File: config.mk
export PLATFORM = sky130hd
export DESIGN_NAME = hex_page_ctrl_flat
export DESIGN_NICKNAME = d
export VERILOG_FILES = /design/src/rtl/hex_page_ctrl_if.sv /design/src/rtl/hex_page_ctrl.sv /design/src/flat_wrapper.sv
export SDC_FILE = /design/constraint.sdc
export NUM_CORES = 1
export LEC_CHECK = 0
export ABC_AREA = 1
export BUFFER_PORTS_ARGS = -buffer_cell sky130_fd_sc_hd__clkbuf_2
export CORE_MARGIN = 2
export CORE_UTILIZATION = 50
export DETAILED_ROUTE_END_ITERATION = 12
export PLACE_DENSITY = 0.8
export SLEW_MARGIN = 10
export SYNTH_ARGS = -nofsm -noshare
export SYNTH_HDL_FRONTEND = slang
export SYNTH_SLANG_ARGS = --single-unit
File: constraint.sdc
create_clock -name clk -period 3.76 [get_ports clk]
set_clock_uncertainty 0.15 [all_clocks]
set_input_delay 0.188 -clock clk [delete_from_list [all_inputs] [get_ports clk]]
set_output_delay 0.188 -clock clk [all_outputs]
set_load 0.01 [all_outputs]
File: src/rtl/hex_page_ctrl_if.sv
// hex_page_ctrl_if: bundles the debug-word input, the page controls and the
// per-digit nibble/blank outputs that feed the six hex7seg decoders.
// The master side drives value/load/page_btn/auto_en; the slave (the
// controller) drives the display nibbles, blank mask and current page.
interface hex_page_ctrl_if;
  logic [31:0] value;
  logic        load;
  logic        page_btn;
  logic        auto_en;
  logic [3:0]  hex0_val;
  logic [3:0]  hex1_val;
  logic [3:0]  hex2_val;
  logic [3:0]  hex3_val;
  logic [3:0]  hex4_val;
  logic [3:0]  hex5_val;
  logic [5:0]  blank;
  logic        page;

  modport master (
    output value, load, page_btn, auto_en,
    input  hex0_val, hex1_val, hex2_val, hex3_val, hex4_val, hex5_val,
    input  blank, page
  );

  modport slave (
    input  value, load, page_btn, auto_en,
    output hex0_val, hex1_val, hex2_val, hex3_val, hex4_val, hex5_val,
    output blank, page
  );
endinterface

File: src/rtl/hex_page_ctrl.sv
// hex_page_ctrl: holds a 32-bit debug word and shows it one 16-bit half at a
// time on HEX3..HEX0, with the half index on HEX5. The half is toggled by a
// button rising edge or, in auto mode, by a PAGE_CYCLES-long timer.
// Optional feature macro: HEX_PAGE_LZS_EN enables leading-zero suppression
// on HEX3..HEX1 within the displayed half (HEX0 is always shown).
// All outputs decode registered state only; no input reaches an output
// combinationally.
module hex_page_ctrl #(
  parameter int PAGE_CYCLES = 50_000_000
) (
  input  logic            clk,
  input  logic            rst,
  hex_page_ctrl_if.slave  bus
);

  localparam int CNT_W = (PAGE_CYCLES > 1) ? $clog2(PAGE_CYCLES) : 1;
  localparam logic [CNT_W-1:0] CNT_MAX = CNT_W'(PAGE_CYCLES - 1);

  logic [31:0]      held_q, held_d;
  logic             page_q, page_d;
  logic [CNT_W-1:0] cnt_q,  cnt_d;
  logic             btn_q,  btn_d;

  logic             btn_rise;
  logic             tick;
  logic [15:0]      half;

  // Next-state: capture, button edge detect, page timer and page toggle
  always_comb begin
    held_d   = bus.load ? bus.value : held_q;
    btn_d    = bus.page_btn;
    btn_rise = bus.page_btn & ~btn_q;
    tick     = bus.auto_en && (cnt_q == CNT_MAX);
    page_d   = page_q;
    cnt_d    = cnt_q;
    if (!bus.auto_en) begin
      cnt_d = '0;
    end else if (tick) begin
      cnt_d = '0;
    end else begin
      cnt_d = cnt_q + 1'b1;
    end
    if (btn_rise || tick) begin
      page_d = ~page_q;
      cnt_d  = '0;
    end
  end

  // State registers; btn_q resets high so a button held through reset is not an edge
  always_ff @(posedge clk) begin
    if (rst) begin
      held_q <= '0;
      page_q <= 1'b0;
      cnt_q  <= '0;
      btn_q  <= 1'b1;
    end else begin
      held_q <= held_d;
      page_q <= page_d;
      cnt_q  <= cnt_d;
      btn_q  <= btn_d;
    end
  end

  // Digit mapping and blank mask derived from the selected half
  always_comb begin
    half         = page_q ? held_q[31:16] : held_q[15:0];
    bus.hex0_val = half[3:0];
    bus.hex1_val = half[7:4];
    bus.hex2_val = half[11:8];
    bus.hex3_val = half[15:12];
    bus.hex4_val = 4'h0;
    bus.hex5_val = {3'b000, page_q};
    bus.page     = page_q;
    bus.blank    = 6'b010000;
`ifdef HEX_PAGE_LZS_EN
    bus.blank[3] = (half[15:12] == 4'h0);
    bus.blank[2] = (half[15:8]  == 8'h00);
    bus.blank[1] = (half[15:4]  == 12'h000);
`endif
  end

endmodule

File: src/flat_wrapper.sv
// flat-port wrapper written by rule: the top's interface ports become plain ports
module hex_page_ctrl_flat 
#(
  parameter int PAGE_CYCLES = 50_000_000
)
  (clk, rst, bus_value, bus_load, bus_page_btn, bus_auto_en, bus_hex0_val, bus_hex1_val, bus_hex2_val, bus_hex3_val, bus_hex4_val, bus_hex5_val, bus_blank, bus_page);
  hex_page_ctrl_if bus_i ();
  input  logic clk;
  input  logic rst;
  input wire logic [$bits(bus_i.value)-1:0] bus_value;
  input wire logic [$bits(bus_i.load)-1:0] bus_load;
  input wire logic [$bits(bus_i.page_btn)-1:0] bus_page_btn;
  input wire logic [$bits(bus_i.auto_en)-1:0] bus_auto_en;
  output wire logic [$bits(bus_i.hex0_val)-1:0] bus_hex0_val;
  output wire logic [$bits(bus_i.hex1_val)-1:0] bus_hex1_val;
  output wire logic [$bits(bus_i.hex2_val)-1:0] bus_hex2_val;
  output wire logic [$bits(bus_i.hex3_val)-1:0] bus_hex3_val;
  output wire logic [$bits(bus_i.hex4_val)-1:0] bus_hex4_val;
  output wire logic [$bits(bus_i.hex5_val)-1:0] bus_hex5_val;
  output wire logic [$bits(bus_i.blank)-1:0] bus_blank;
  output wire logic [$bits(bus_i.page)-1:0] bus_page;
  assign bus_i.value = bus_value;
  assign bus_i.load = bus_load;
  assign bus_i.page_btn = bus_page_btn;
  assign bus_i.auto_en = bus_auto_en;
  assign bus_hex0_val = bus_i.hex0_val;
  assign bus_hex1_val = bus_i.hex1_val;
  assign bus_hex2_val = bus_i.hex2_val;
  assign bus_hex3_val = bus_i.hex3_val;
  assign bus_hex4_val = bus_i.hex4_val;
  assign bus_hex5_val = bus_i.hex5_val;
  assign bus_blank = bus_i.blank;
  assign bus_page = bus_i.page;
  hex_page_ctrl #(.PAGE_CYCLES(PAGE_CYCLES)) u_core (.clk(clk), .rst(rst), .bus(bus_i));
endmodule
== Yosys cells after proc, flatten, opt, wreduce, memory -nomap -nowiden ==
Cells that the tools add are included.

* Add/sub/neg operators: 1
* Equal/unequal tests: 1
* Mux-type cells: 1
* Bitwise operators: 4
* Reduce and logical (&&, ||, !) cells: 3

{| class="wikitable"
|+ Operators by type and width
! kind !! count
|-
| adder 26 x 1 -> 26 bit (second input constant) || 1
|-
| equality test 26 bit (second input constant) || 1
|-
| two-way mux 16 bit || 1
|-
| OR reduction 4 bit || 1
|-
| inverter 1 bit || 3
|-
| AND 1 bit || 1
|-
| logical AND 1 bit || 1
|-
| logical OR 1 bit || 1
|}

* Bits in registers: 60
* Input port bits: 37
* Output and inout bits: 31
* Logic and storage cells: 14

== Longest topological paths before layout ==
* Depth after elaboration: 4
* Mapped depth: 10
* Mapped depth without buffers: 10

== Worst setup path after synthesis ==
OpenSTA, ideal clock, no wires.

* Path kind: reg-to-reg
* From: register u_core.cnt_q[0]
* To: register u_core.cnt_q[5]
* Setup time: 0.117 ns
* Arrival: 1.330 ns
* Required time: 3.493 ns
* Slack: 2.164 ns
* Cell stages (with the launch flop): 10
* Path buffers: 1
* Period minus slack after synthesis: 1.596 ns
* Cell sequence: dfxtp_1 > ha_1 > nand2_1 > nor2_2 > nand2_1 > nor2_2 > nand3_2 > nand4_4 > buf_12 > nor2_2

* Longest elaborated chain between the ends: 4
* Elaborated cells on any way between the ends: 5
* Those cells by class: add/sub (1); eq/ne (1); reduce/logical (3)

{| class="wikitable"
|+ RTL lines
! element !! RTL line !! source
|-
| from (decl) || hex_page_ctrl.sv:21 || <nowiki>logic [CNT_W-1:0] cnt_q, cnt_d;</nowiki>
|-
| from (signal assigned) || hex_page_ctrl.sv:59 || <nowiki>cnt_q <= cnt_d;</nowiki>
|-
| parallel branches: the longest is 4 deep, another holds adder 26 x 1 -> 26 bit || -- ||
|}

Several ways; the timed one is not identified.
A chain may end at the register's enable or synchronous reset.

== Worst setup path in the final report ==
* From: register u_core.page_q (netlist: u_core.bus.page)
* To: output port bus_hex2_val[1]

* Longest elaborated chain between the ends: 1

{| class="wikitable"
|+ RTL lines
! element !! RTL line !! source
|-
| from (decl) || hex_page_ctrl.sv:20 || <nowiki>logic page_q, page_d;</nowiki>
|-
| from (signal assigned) || hex_page_ctrl.sv:58 || <nowiki>page_q <= page_d;</nowiki>
|-
| two-way mux 16 bit || hex_page_ctrl.sv:66 || <nowiki>half = page_q ? held_q[31:16] : held_q[15:0];</nowiki>
|-
| to (decl) || flat_wrapper.sv:16 || <nowiki>output wire logic [$bits(bus_i.hex2_val)-1:0] bus_hex2_val;</nowiki>
|}

No other way between the ends.

==> metrics.md <==
| Metric | Value |
|---|---|
| First-pass GRT wire length | 11600 um |
| Commonest cells after routing, fill and taps aside | 112 x sky130_fd_sc_hd__nand2_1, 110 x sky130_fd_sc_hd__nor2_1, 60 x sky130_fd_sc_hd__dfxtp_1 |
| Clock buffer depth | 2 |
| Finished Core Util | 64.4% |
| Pwr Total | 1.48 mW |
| Clock network fraction of design power | 44.1% |
| Die Height | 81.0 um |
| Post-CTS Resized | 0 |
| Maximum clock rate | 530 MHz |
| Number of clock buffers inserted by TritonCTS | 9 |
| Area growth from synthesis to final layout | 26.4% |
| Clk slew on worst S/H paths | 0.06 ns |
| Final instance area | 0.00374 mm^2 |
| Cell repeated most along the worst path | sky130_fd_sc_hd__nand2_1 |
| Routed length per placed instance | 11.4 um |
| Number of warning messages in the yosys log | 0 |
| RR Endpoint | u_core.cnt_q[18] |
| Pre-antenna DRT Iters | 4 |
| Overall Global Routing Usage | 22.8% |
| Startpoint of the worst register-to-register path | u_core.cnt_q[0] |
| Total number of vias | 2848 |
| Grt total ovfl | 0 |
| Layout fillers | 511 |
| Largest incremental delay on the critical path | 0.43 ns |
| Via count of the first global-routing pass | 2792 |
| Critical path required time | 3.42 ns |
| Arrival @ worst endpoint | 1.55 ns |
| Critical Path Source Type | register |
| Mapped Area | 0.00296 mm^2 |
| Sw power | 0.348 mW |
| Share of post-route cells with drive strength above 1 | 19.0% |
| Sequential-to-total area share from yosys stat | 40.5% |
| Final hold slack | 0.223 ns |
| Origin of the worst setup path | u_core.bus.page |
| Mean number of vias per cell | 4.81 |
| R2R setup slack | 1.94 ns |
| Fraction of power spent switching nets | 23.5% |
| Floorplan die width | 81.0 um |
| CTS tree | done |
| DIE AREA | 0.00656 mm^2 |
| Insertion delay to the later sink of the worst-skew pair | 0.34 ns |
| Cells on worst reg2reg path | 8 |
| Clk sinks | 60 |
| Minimum clock period after layout | 1.89 ns |
| Maximum number of pins on one net before global-route repair | 36 |
| Most frequent standard cell in the layout excluding fill and tap cells | sky130_fd_sc_hd__nand2_1 |
| Layout net count | 551 |
| Register share of total power | 45.5% |
| Slowest library cell on the worst path | sky130_fd_sc_hd__clkinv_1 |
| Number of slew-limit violations in the final report | 0 |
| 1st-iter DRT viols | 97 |
| Final setup vio count | 0 |
| Relative slew slack | 34.4% |
| Footprint of the flip-flops and latches | 0.00120 mm^2 |
| Setup Buffers After CTS | 0 |
| CTS Hold Buffers Added | 33 |
| Part of the power in combinational logic | 10.4% |
| Post-synthesis area per instance | 6.87 um^2 |
| Leakage | 1.61 nW |
| Pwr/cell area | 396 mW/mm^2 |
| Area after detailed placement | 0.00319 mm^2 |
| Placement Setup Slack | 1.84 ns |
| Final wirelength | 6760 um |
| Crit path setup slack, layout | 1.87 ns |
| Dominant cell type by area after synthesis | sky130_fd_sc_hd__dfxtp_1 |
| Worst VDD drop | 333 uV |
| Setup repair after global routing missed its margin | no |
| Number of hold violations in the final report | 0 |
| Transition time at the pin with the least slew margin | 0.984 ns |
| Cells after DPL | 544 |
| Final-layout setup total negative slack | 0 ns |
| Endpoint type of the worst setup path | output port |
| Maximum fanout along the worst path | 18 |
| Register bit total from synthesis | 60 |
| Detailed placement HPWL | 4140 um |
| Post-DRT Antenna Nets | 0 |
| RePlAce Congestion | 0.848 |
| Non-filler instance count after layout | 592 |
| Initial Util | 50.9% |
| Critical path, cell by cell | clkinv_1 -> nand2_1 -> nand2_1 -> clkbuf_2 |
| Site row count | 28 |
| Area contributors post-synth | sky130_fd_sc_hd__dfxtp_1 41%, sky130_fd_sc_hd__nand2_1 14%, sky130_fd_sc_hd__nor2_1 14% |
| Post-synthesis cell count | 431 |
| Critical Path End | bus_hex2_val[1] |
| Classification of the worst-slack hold path | input pin to register |
| Final antenna diode count | 0 |
| Number of DRC violations after detailed routing | 0 |
| Fraction of synthesized cell area taken by the top area cell type | 40.5% |
| Number of H-tree branching levels | 3 |
| Count of max-cap constraint violations | 0 |
| Root buffer cell | sky130_fd_sc_hd__clkbuf_8 |
| I/O Buffers | 54 |
| Area taken by multi-input logic gates | 0.00152 mm^2 |
| Share of the clock period used by the worst path | 50.2% |
| Number of antenna violations at the first check in global routing | 0 |
| Internal Pwr Total | 1.13 mW |
| Netlist cell types | 28 |
| Crit Path Category | register to output port |
| IO Count | 68 |
| Outcome | complete, no violations |
| Standard cell core area | 0.00582 mm^2 |
-- routing by layer --
layer	share of wire (%)	wire length (um)	vias to the layer above	track usage, %
met5	0	0	-	0
met4	2.7	182	0	10.2
met3	5.8	395	19	7.89
met2	50	3350	81	39.8
met1	42	2820	1290	24.9
li1	-	-	1458	-
-- how the worst min path moves through the flow --
stage            startpoint                to  slack [ns]  cells after the start
6_report        bus_auto_en  u_core.cnt_q[24]        0.22                      3
5_1_grt         bus_auto_en  u_core.cnt_q[23]        0.26                      3
4_1_cts         bus_auto_en  u_core.cnt_q[23]        0.23                      3
3_5_place_dp   bus_page_btn      u_core.btn_q        0.23                      3
3_3_place_gp   bus_page_btn      u_core.btn_q        0.24                      3
2_1_floorplan  bus_page_btn      u_core.btn_q        0.13                      2
-- critical path: cells and delay by family, from the launching register on --
family / cells / cell delay [ns]
and+or+nand+nor: 2 / 0.30
buffers and inverters: 2 / 0.57
DFF: 1 / 0.33
-- layout make-up --
type	instances	area share [%]
Clock buffer	11	4.04
Clock inverter	4	1.94
Inverter	26	2.61
Multi-Input combinational cell	328	40.6
Sequential cell	60	32.1
Tap cell	75	2.51
Timing Repair Buffer	88	16.2
-- state kept, by name, indices dropped and copies added, names as in the netlist --
signal	flops
u_core.bus.page	1
u_core.held_q	32
u_core.btn_q	1
u_core.cnt_q	26
-- Yosys cell counts --
cell type,number
sky130_fd_sc_hd__nand2_4,1
sky130_fd_sc_hd__nor2_4,5
sky130_fd_sc_hd__nand2_1,112
sky130_fd_sc_hd__inv_2,1
sky130_fd_sc_hd__xor2_1,7
sky130_fd_sc_hd__o21bai_1,1
sky130_fd_sc_hd__nand4_1,3
sky130_fd_sc_hd__buf_2,1
sky130_fd_sc_hd__xnor2_1,8
sky130_fd_sc_hd__a21oi_1,1
sky130_fd_sc_hd__buf_8,1
sky130_fd_sc_hd__nand4_4,1
sky130_fd_sc_hd__nand3_2,2
sky130_fd_sc_hd__clkinv_1,1
sky130_fd_sc_hd__dfxtp_1,60
sky130_fd_sc_hd__o21ai_0,32
sky130_fd_sc_hd__inv_1,24
sky130_fd_sc_hd__clkbuf_1,11
sky130_fd_sc_hd__nand3_1,7
sky130_fd_sc_hd__nand2_2,3
sky130_fd_sc_hd__or2_2,1
sky130_fd_sc_hd__conb_1,2
sky130_fd_sc_hd__buf_4,14
sky130_fd_sc_hd__nor2_2,14
sky130_fd_sc_hd__nand3b_1,6
sky130_fd_sc_hd__ha_1,1
sky130_fd_sc_hd__nor2_1,110
sky130_fd_sc_hd__buf_12,1
-- cell families after synthesis --
group	after synthesis	share of synthesized area, %
flip-flops	60	40.5
other	2	0.253
AND/OR/NAND/NOR	265	38.9
XOR/XNOR	15	4.43
buffers and inverters	54	9.59
adder cells (fa/ha/maj)	1	0.422
AO/OA/AOI/OAI	34	5.83
-- power groups by stage --
stage	registers, mW	clock network (mW)	logic [mW]
floorplan	0.685	0	0.0902
global placement	0.686	0	0.120
detailed placement	0.687	0	0.122
CTS	0.673	0.664	0.149
global route	0.677	0.687	0.172
finish	0.674	0.654	0.154
No activity file was read; power rests on OpenSTA's default activity.
